**config.mk**
```make
export PLATFORM = sky130hd
export DESIGN_NAME = msrv_pc_gen_unit
export DESIGN_NICKNAME = d
export VERILOG_FILES = /design/src/rtl/msrv_pc_gen_unit.sv
export SDC_FILE = /design/constraint.sdc
export NUM_CORES = 1
export LEC_CHECK = 0
export CAP_MARGIN = 25
export CORE_AREA = 8 8 125 127
export CTS_CLUSTER_SIZE = 40
export DETAILED_ROUTE_END_ITERATION = 12
export DIE_AREA = 0 0 133 135
export PLACE_DENSITY = 0.73
export REMOVE_ABC_BUFFERS = 1
export SLEW_MARGIN = 25
export SYNTH_ARGS = -nofsm -noshare
export SYNTH_HDL_FRONTEND = slang
export SYNTH_SLANG_ARGS = --single-unit
```
**constraint.sdc**
```tcl
create_clock -name ms_risc32_mp_clk_in -period 5.4 [get_ports ms_risc32_mp_clk_in]
set_clock_uncertainty 0.2 [all_clocks]
set_input_delay 1.08 -clock ms_risc32_mp_clk_in [delete_from_list [all_inputs] [get_ports ms_risc32_mp_clk_in]]
set_output_delay 1.08 -clock ms_risc32_mp_clk_in [all_outputs]
set_load 0.005 [all_outputs]
```
**src/rtl/msrv_pc_gen_unit.sv**
```systemverilog
`default_nettype none
// +---------------------------------------------------------------------------+
// | msrv_pc_gen_unit: next-PC mux, PC register, boot hold and fetch handshake |
// | Revision: 1.0                                                             |
// +---------------------------------------------------------------------------+
module msrv_pc_gen_unit #(
  parameter int              XLEN        = 32,
  parameter logic [XLEN-1:0] RESET_VEC   = '0,
  parameter bit              C_EXT       = 1'b0,
  parameter int              BOOT_CYCLES = 2,
  parameter int              CNT_W       = 8
) (
  input  logic             ms_risc32_mp_clk_in,
  input  logic             ms_risc32_mp_rst_in,
  input  logic [1:0]       pc_src_in,
  input  logic [XLEN-1:0]  epc_in,
  input  logic [XLEN-1:0]  trap_address_in,
  input  logic             branch_taken_in,
  input  logic [XLEN-1:0]  iaddr_in,
  input  logic             ahb_ready_in,
  output logic [XLEN-1:0]  pc_out,
  output logic [XLEN-1:0]  pc_plus_4_out,
  output logic [XLEN-1:0]  pc_mux_out,
  output logic [XLEN-1:0]  iaddr_out,
  output logic             fetch_valid_out,
  output logic             misaligned_instr_out,
  output logic [CNT_W-1:0] redirect_count_out
);

  localparam int              c_BW      = (BOOT_CYCLES < 2) ? 1 : $clog2(BOOT_CYCLES + 1);
  localparam logic [XLEN-1:0] c_FOUR    = XLEN'(4);
  localparam logic [XLEN-1:0] c_HW_MASK = ~XLEN'(1);

  typedef enum logic [1:0] {
    ST_BOOT  = 2'd0,
    ST_RUN   = 2'd1,
    ST_STALL = 2'd2
  } state_t;

  state_t           r_state;
  state_t           w_state_nxt;
  logic [c_BW-1:0]  r_boot_cnt;
  logic [XLEN-1:0]  r_pc;
  logic             r_misaligned;
  logic [CNT_W-1:0] r_redirect_cnt;

  logic [XLEN-1:0]  w_pc_plus_4;
  logic [XLEN-1:0]  w_pc_mux;
  logic             w_misaligned;
  logic             w_active;
  logic             w_update;
  logic             w_redirect;
  logic             w_fetch_valid;

  always_comb begin
    w_pc_plus_4 = r_pc + c_FOUR;
    w_pc_mux    = w_pc_plus_4;
    case (pc_src_in)
      2'b00:   w_pc_mux = RESET_VEC;
      2'b01:   w_pc_mux = epc_in;
      2'b10:   w_pc_mux = trap_address_in;
      default: w_pc_mux = branch_taken_in ? (iaddr_in & c_HW_MASK) : w_pc_plus_4;
    endcase
  end

  always_comb begin
    w_misaligned = (pc_src_in == 2'b11) && branch_taken_in && (C_EXT == 1'b0) && iaddr_in[1];
    // The releasing cycle of a stall updates the PC directly, hence STALL counts as active.
    w_active     = ((r_state == ST_RUN) || (r_state == ST_STALL)) && ahb_ready_in;
    w_update     = w_active && !w_misaligned;
    w_redirect   = (pc_src_in != 2'b11) || branch_taken_in;
  end

  always_comb begin
    w_state_nxt   = r_state;
    w_fetch_valid = 1'b0;
    case (r_state)
      ST_BOOT: begin
        if (r_boot_cnt <= c_BW'(1)) w_state_nxt = ST_RUN;
      end
      ST_RUN: begin
        w_fetch_valid = 1'b1;
        if (!ahb_ready_in) w_state_nxt = ST_STALL;
      end
      ST_STALL: begin
        w_fetch_valid = 1'b1;
        if (ahb_ready_in) w_state_nxt = ST_RUN;
      end
      default: w_state_nxt = ST_RUN;
    endcase
  end

  always_ff @(posedge ms_risc32_mp_clk_in) begin
    if (ms_risc32_mp_rst_in) begin
      r_state        <= (BOOT_CYCLES > 0) ? ST_BOOT : ST_RUN;
      r_boot_cnt     <= c_BW'(BOOT_CYCLES);
      r_pc           <= RESET_VEC;
      r_misaligned   <= 1'b0;
      r_redirect_cnt <= '0;
    end else begin
      r_state      <= w_state_nxt;
      r_misaligned <= w_active && w_misaligned;
      if (r_state == ST_BOOT) r_boot_cnt <= r_boot_cnt - c_BW'(1);
      // Instructions are at least halfword aligned, so bit 0 never reaches the PC.
      if (w_update) r_pc <= w_pc_mux & c_HW_MASK;
      if (w_update && w_redirect && (r_redirect_cnt != {CNT_W{1'b1}}))
        r_redirect_cnt <= r_redirect_cnt + CNT_W'(1);
    end
  end

  assign pc_out               = r_pc;
  assign pc_plus_4_out        = w_pc_plus_4;
  assign pc_mux_out           = w_pc_mux;
  assign iaddr_out            = (r_state == ST_BOOT) ? RESET_VEC : r_pc;
  assign fetch_valid_out      = w_fetch_valid;
  assign misaligned_instr_out = r_misaligned;
  assign redirect_count_out   = r_redirect_cnt;

endmodule
`default_nettype wire

```
**Word-level counts from Yosys, hierarchy flattened**

Index checks and enable logic that the tools add are counted.

- Magnitude comparators: 1
- $add $sub $neg: 3
- Reductions and logical operators: 14
- Eq/ne operators: 10
- Mux-type cells: 8

Operators by type and width:

| kind | number |
|---|---|
| 32-bit one-hot mux with 3 select lines | 1 |
| 32-bit two-way mux | 2 |
| 32-bit by 3-bit adder with 32-bit output (second input constant) | 1 |
| 8-bit by 1-bit adder with 8-bit output (second input constant) | 1 |
| 2-bit != test (second input constant) | 4 |
| 8-bit != test (second input constant) | 1 |
| 1-bit logical AND | 7 |
| 2-bit equality test (second input constant) | 3 |
| 2-bit two-way mux | 3 |
| 2-bit one-hot mux with 3 select lines | 1 |
| 2-bit by 1-bit equality test with 1-bit output (second input constant) | 2 |
| 2-bit zero test | 2 |
| 3-bit AND reduction | 1 |
| 2-bit by 1-bit less-or-equal comparator with 1-bit output (second input constant) | 1 |
| 1-bit logical OR | 2 |
| 2-bit OR reduction | 1 |
| 2-bit by 1-bit subtractor with 2-bit output (second input constant) | 1 |
| 1-bit zero test | 1 |
| 1-bit two-way mux | 1 |

- Word-level logic and storage cells: 41
- Bits in registers: 44

**Longest topological paths before layout**

- Word-level depth: 7
- Depth in mapped cells: 9
- Gate-level depth less buffers: 7

**Worst setup path before layout**

OpenSTA, ideal clock, no wires.

- Path kind: input to output
- Start: input pc_src_in[0]
- End: output pc_mux_out[17]
- Required time: 4.120 ns
- Data arrival time: 2.277 ns
- Cell stages on the path: 7
- Setup slack: 1.843 ns
- Cells stage by stage: buf_2 > and2_1 > clkbuf_1 > clkbuf_1 > a22o_1 > a22oi_1 > a21bo_2

- Cells in the longest elaborated chain, start to end: 2
- Elaborated cells on any way between the ends: 4
- Those cells by class: eq/ne: 2; mux: 1; reduce/logical: 1

RTL lines:

| element | RTL line | RTL |
|---|---|---|
| start, declared | 15 | `input logic [1:0] pc_src_in,` |
| 2-bit equality test, or another cell as far along | 58 | `case (pc_src_in)` |
| 32-bit one-hot mux with 3 select lines * | 58 |  |
| end, declared | 23 | `output logic [XLEN-1:0] pc_mux_out,` |

Mark *: on every way between the ends. The rest lies on a longest branch, timed or not.

**Final worst setup path**

- Start: input pc_src_in[0]
- End: output pc_mux_out[21]

Same word-level chain as after synthesis.

==> flow_metrics.py <==
metrics = {
    "synthesis": {
        "most_common_cell_in_the_netlist": "sky130_fd_sc_hd__nor2_1",
        "synth.mux.area_fraction_pct": 2.500,
        "synth_top_area_share_pct": 22.00,
        "post_synth_num_cell_types": 66,
        "yosys.area_share.xor_xnor_pct": 7.844,
        "dominant_combinational_cell_family_by_area_after_synthesis": "simple AND/OR/NAND/NOR gates",
        "synth_simple_gate_area_share_pct": 29.66,
        "yosysTopAreaCell": "sky130_fd_sc_hd__dfxtp_1",
        "syn_inst": 517,
        "post_synth_edffs": 0,
        "synthesis.area_per_instance_um2": 7.744,
        "synth_warnings": 0,
        "netlist_area_before_placement_um2": 4004,
        "top_flip_flop_cell_by_instance_count_after_synthesis": "sky130_fd_sc_hd__dfxtp_1",
        "synth-adder-area-share_pct": 1.875,
        "synth_top_cells_by_area": "sky130_fd_sc_hd__dfxtp_1 (22%), sky130_fd_sc_hd__a22o_1 (6.1%), sky130_fd_sc_hd__nor2_1 (5.3%), sky130_fd_sc_hd__nor2b_1 (4.2%), sky130_fd_sc_hd__xnor2_1 (3.9%)",
        "ys_seq_area_share_pct": 22.00,
        "ys_ff_latch": 44,
        "asyncSetResetFlopFracSynth_pct": 0,
        "synthesized_area_fraction_occupied_by_ao_oa_aoi_and_oai_cells_pct": 27.91,
        "most_used_standard_cells_in_the_synthesized_netlist": "sky130_fd_sc_hd__nor2_1 (56), sky130_fd_sc_hd__dfxtp_1 (44), sky130_fd_sc_hd__nand2_1 (36), sky130_fd_sc_hd__a22o_1 (28), sky130_fd_sc_hd__nor2b_1 (27)",
    },
    "drt": {
        "drtPass1Iterations": 6,
        "drt_iter0_markers": 293,
        "route.antenna.remaining_nets": 0,
        "wirelength_um": 17910,
        "number_of_remaining_drc_errors": 0,
        "post_drt_wl_per_cell_um": 19.84,
        "drt-vias-per-instance": 5.290,
        "num_vias": 4777,
    },
    "place": {
        "place_congestion": 0.8086,
        "detailed_place_hpwl_um": 13860,
        "placed_cells_incl_taps": 895,
        "dp_slack_ps": 732.9,
        "port_buffers": 235,
    },
    "power": {
        "pwr-share-comb_pct": 52.4,
        "share_seq_of_total_power_pct": 28.9,
        "netSwitchingPower_mw": 0.7270,
        "switching_share_pct": 38.35,
        "pwr-share-clk_pct": 18.7,
        "vdd_drop_max_mv": 0.1442,
        "cellInternalPower_mw": 1.169,
        "power_density_nw_per_um2": 286.5,
        "cellLeakagePower_nw": 2.551,
    },
    "sta": {
        "min_period_ps": 4630,
        "layout_worst_path_cycle_share_pct": 85.73,
        "grt_setup_unrepaired": "false",
        "fin_ws_ps": 770.4,
        "worst-slew-pin-transition_ps": 925.3,
        "max_slew_headroom_at_the_worst_pin_pct": 38.14,
        "setup-violations-final": 0,
        "max_clock_freq_mhz": 216.0,
        "tns_ps": 0,
        "timing_hold_violations_final": 0,
        "fin_worst_hold_slack_ps": 295.9,
        "final_number_of_max_transition_violations": 0,
    },
    "die": {
        "die_height_um": 135,
        "placement_rows": 43,
        "design.die.area_um2": 17960,
        "core_area_um2": 13610,
        "die_width_um": 133,
        "initial_utilization_pct": 29.41,
        "io_pins": 240,
    },
    "outcome": {
        "run_status": "complete, no violations",
    },
    "finish": {
        "fin_util_pct": 48.61,
        "share_of_cells_above_drive_strength_1_pct": 8.160,
        "num_antenna_cells": 0,
        "sequential_cell_area_um2": 880.8,
        "num-nets-final": 830,
        "finish.cell_count_without_fillers": 903,
        "layout-area-overhead-vs-synth_pct": 65.25,
        "multi_input_area_um2": 2824,
        "num-fill-cells": 1319,
    },
    "worst_setup_path": {
        "crit_required_ps": 4120,
        "cpMaxStageDelayCell": "sky130_fd_sc_hd__clkdlybuf4s50_1",
        "setup.worst_path.end_class": "output port",
        "cp_max_fo": 21,
        "crit_path_start_kind": "input port",
        "critical_path_arrival_ps": 3350,
        "critical_path.max_stage_delay_ps": 570,
        "critPathKind": "input port to output port",
        "timing.critical_path.cells": "clkdlybuf4s50_1 > inv_2 > nor2_4 > buf_4 > a22oi_1 > a21bo_2 > clkdlybuf4s50_1",
        "critical-path-top-cell-by-count": "sky130_fd_sc_hd__clkdlybuf4s50_1",
    },
    "clock_tree": {
        "cts_clk_pin_slew_worst_paths_ps": 70,
        "cts_root_buf": "sky130_fd_sc_hd__clkbuf_16",
        "clock_insertion_delay_worst_skew_ps": 290,
        "clockBufferDepth": 2,
        "tritoncts": "done",
        "clock_sink_count": 44,
        "clock_buffers_created_by_tritoncts": 5,
        "post_cts_hold_buffer_count": 0,
        "cts.htree.levels": 2,
        "postCtsResizedCells": 0,
        "cts.repair_timing.setup_buffer_count": 0,
    },
    "run": {
        "cap_violations": 0,
    },
    "global_routing": {
        "number_of_global_route_vias_before_repair": 5114,
        "grt_pass1_wl_um": 27580,
        "gr-usage-all-layers_pct": 18.99,
        "grt_overflow": 0,
        "antenna_violations_before_repair": 0,
        "grt_start_max_net_pins": 40,
    },
    "hold_path": {
        "hold_path_class": "flop to flop",
    },
}
logic make-up (layout without fill, tap and decap cells):
group,after synthesis,in the layout
DFF,44,44
adders and majority gates,6,6
buffers and inverters,73,277
muxes,10,10
xor gates and xnor gates,35,35
AOI/OAI and AO/OA,141,141
other,1,3
and+or+nand+nor,207,207
power by group through the flow:
stage	combinational (mW)	clock, mW	sequential [mW]
3_3_place_gp	0.983	0	0.547
3_5_place_dp	1.00	0	0.553
5_1_grt	1.08	0.377	0.566
2_1_floorplan	0.415	0	0.522
4_1_cts	1.01	0.364	0.547
6_report	0.994	0.354	0.547
cell type report:
class | instances | share of cell area [%]
clock inverter | 3 | 0.6430
sequential | 44 | 13.31
timing repair buffer | 248 | 36.88
tap | 180 | 3.404
inverter | 21 | 1.191
clock buffer | 5 | 1.891
multi-input combinational | 402 | 42.68
metal layers:
layer / wire length, µm / GRT usage, %
met1: 7248 / 20.69
met2: 9075 / 35.20
met3: 1398 / 5.535
met4: 192 / 4.669
met5: 0 / 0
worst paths after layout:
check | start | endpoint | slack [ps] | cells past startpoint
setup / recovery | pc_src_in[0] | pc_mux_out[21] | 770 | 7
setup reg to reg | r_state[1] | pc_out[29] | 2900 | 5
hold reg to reg | redirect_count_out[1] | redirect_count_out[1] | 300 | 2
hold / removal | redirect_count_out[1] | redirect_count_out[1] | 300 | 2
state kept, by name (all words and copies together) (netlist names):
name and flops:
r_boot_cnt 2, redirect_count_out 8, pc_out 31, misaligned_instr_out 1, r_state 2
worst max-delay path, delay by kind of cell:
family,cells,cell delay [ps]
simple gates,1,290
buf+inv,4,1570
compound gates,2,390
layout by cell type, fill, tap and decap left out, drive strengths merged, types with 4 or more instances in the layout:
| master | Yosys | final |
|---|---|---|
| a211o | 5 | 5 |
| a211oi | 13 | 13 |
| a21bo | 12 | 12 |
| a21o | 5 | 5 |
| a21oi | 13 | 13 |
| a222oi | 8 | 8 |
| a22o | 28 | 28 |
| a22oi | 14 | 14 |
| and3 | 8 | 8 |
| buf | 28 | 15 |
| clkbuf | 24 | 5 |
| clkdlybuf4s50 | 0 | 233 |
| dfxtp | 44 | 44 |
| ha | 6 | 6 |
| inv | 21 | 21 |
| mux2i | 10 | 10 |
| nand2 | 36 | 36 |
| nand3 | 22 | 22 |
| nand4 | 19 | 19 |
| nor2 | 57 | 57 |
| nor2b | 27 | 27 |
| nor3 | 12 | 12 |
| nor3b | 4 | 4 |
| nor4 | 5 | 5 |
| o211ai | 4 | 4 |
| o21a | 4 | 4 |
| o21ai | 15 | 15 |
| o31a | 4 | 4 |
| xnor2 | 19 | 19 |
| xor2 | 16 | 16 |
stage by stage:
stage	power, mW	instance area, µm²
after floorplan	0.9378	3765
after global placement	1.530	6447
after detailed placement	1.553	6449
after CTS	1.918	6616
after global routing	2.028	6616
final	1.896	6616
Power figures use the tool's default switching activity.
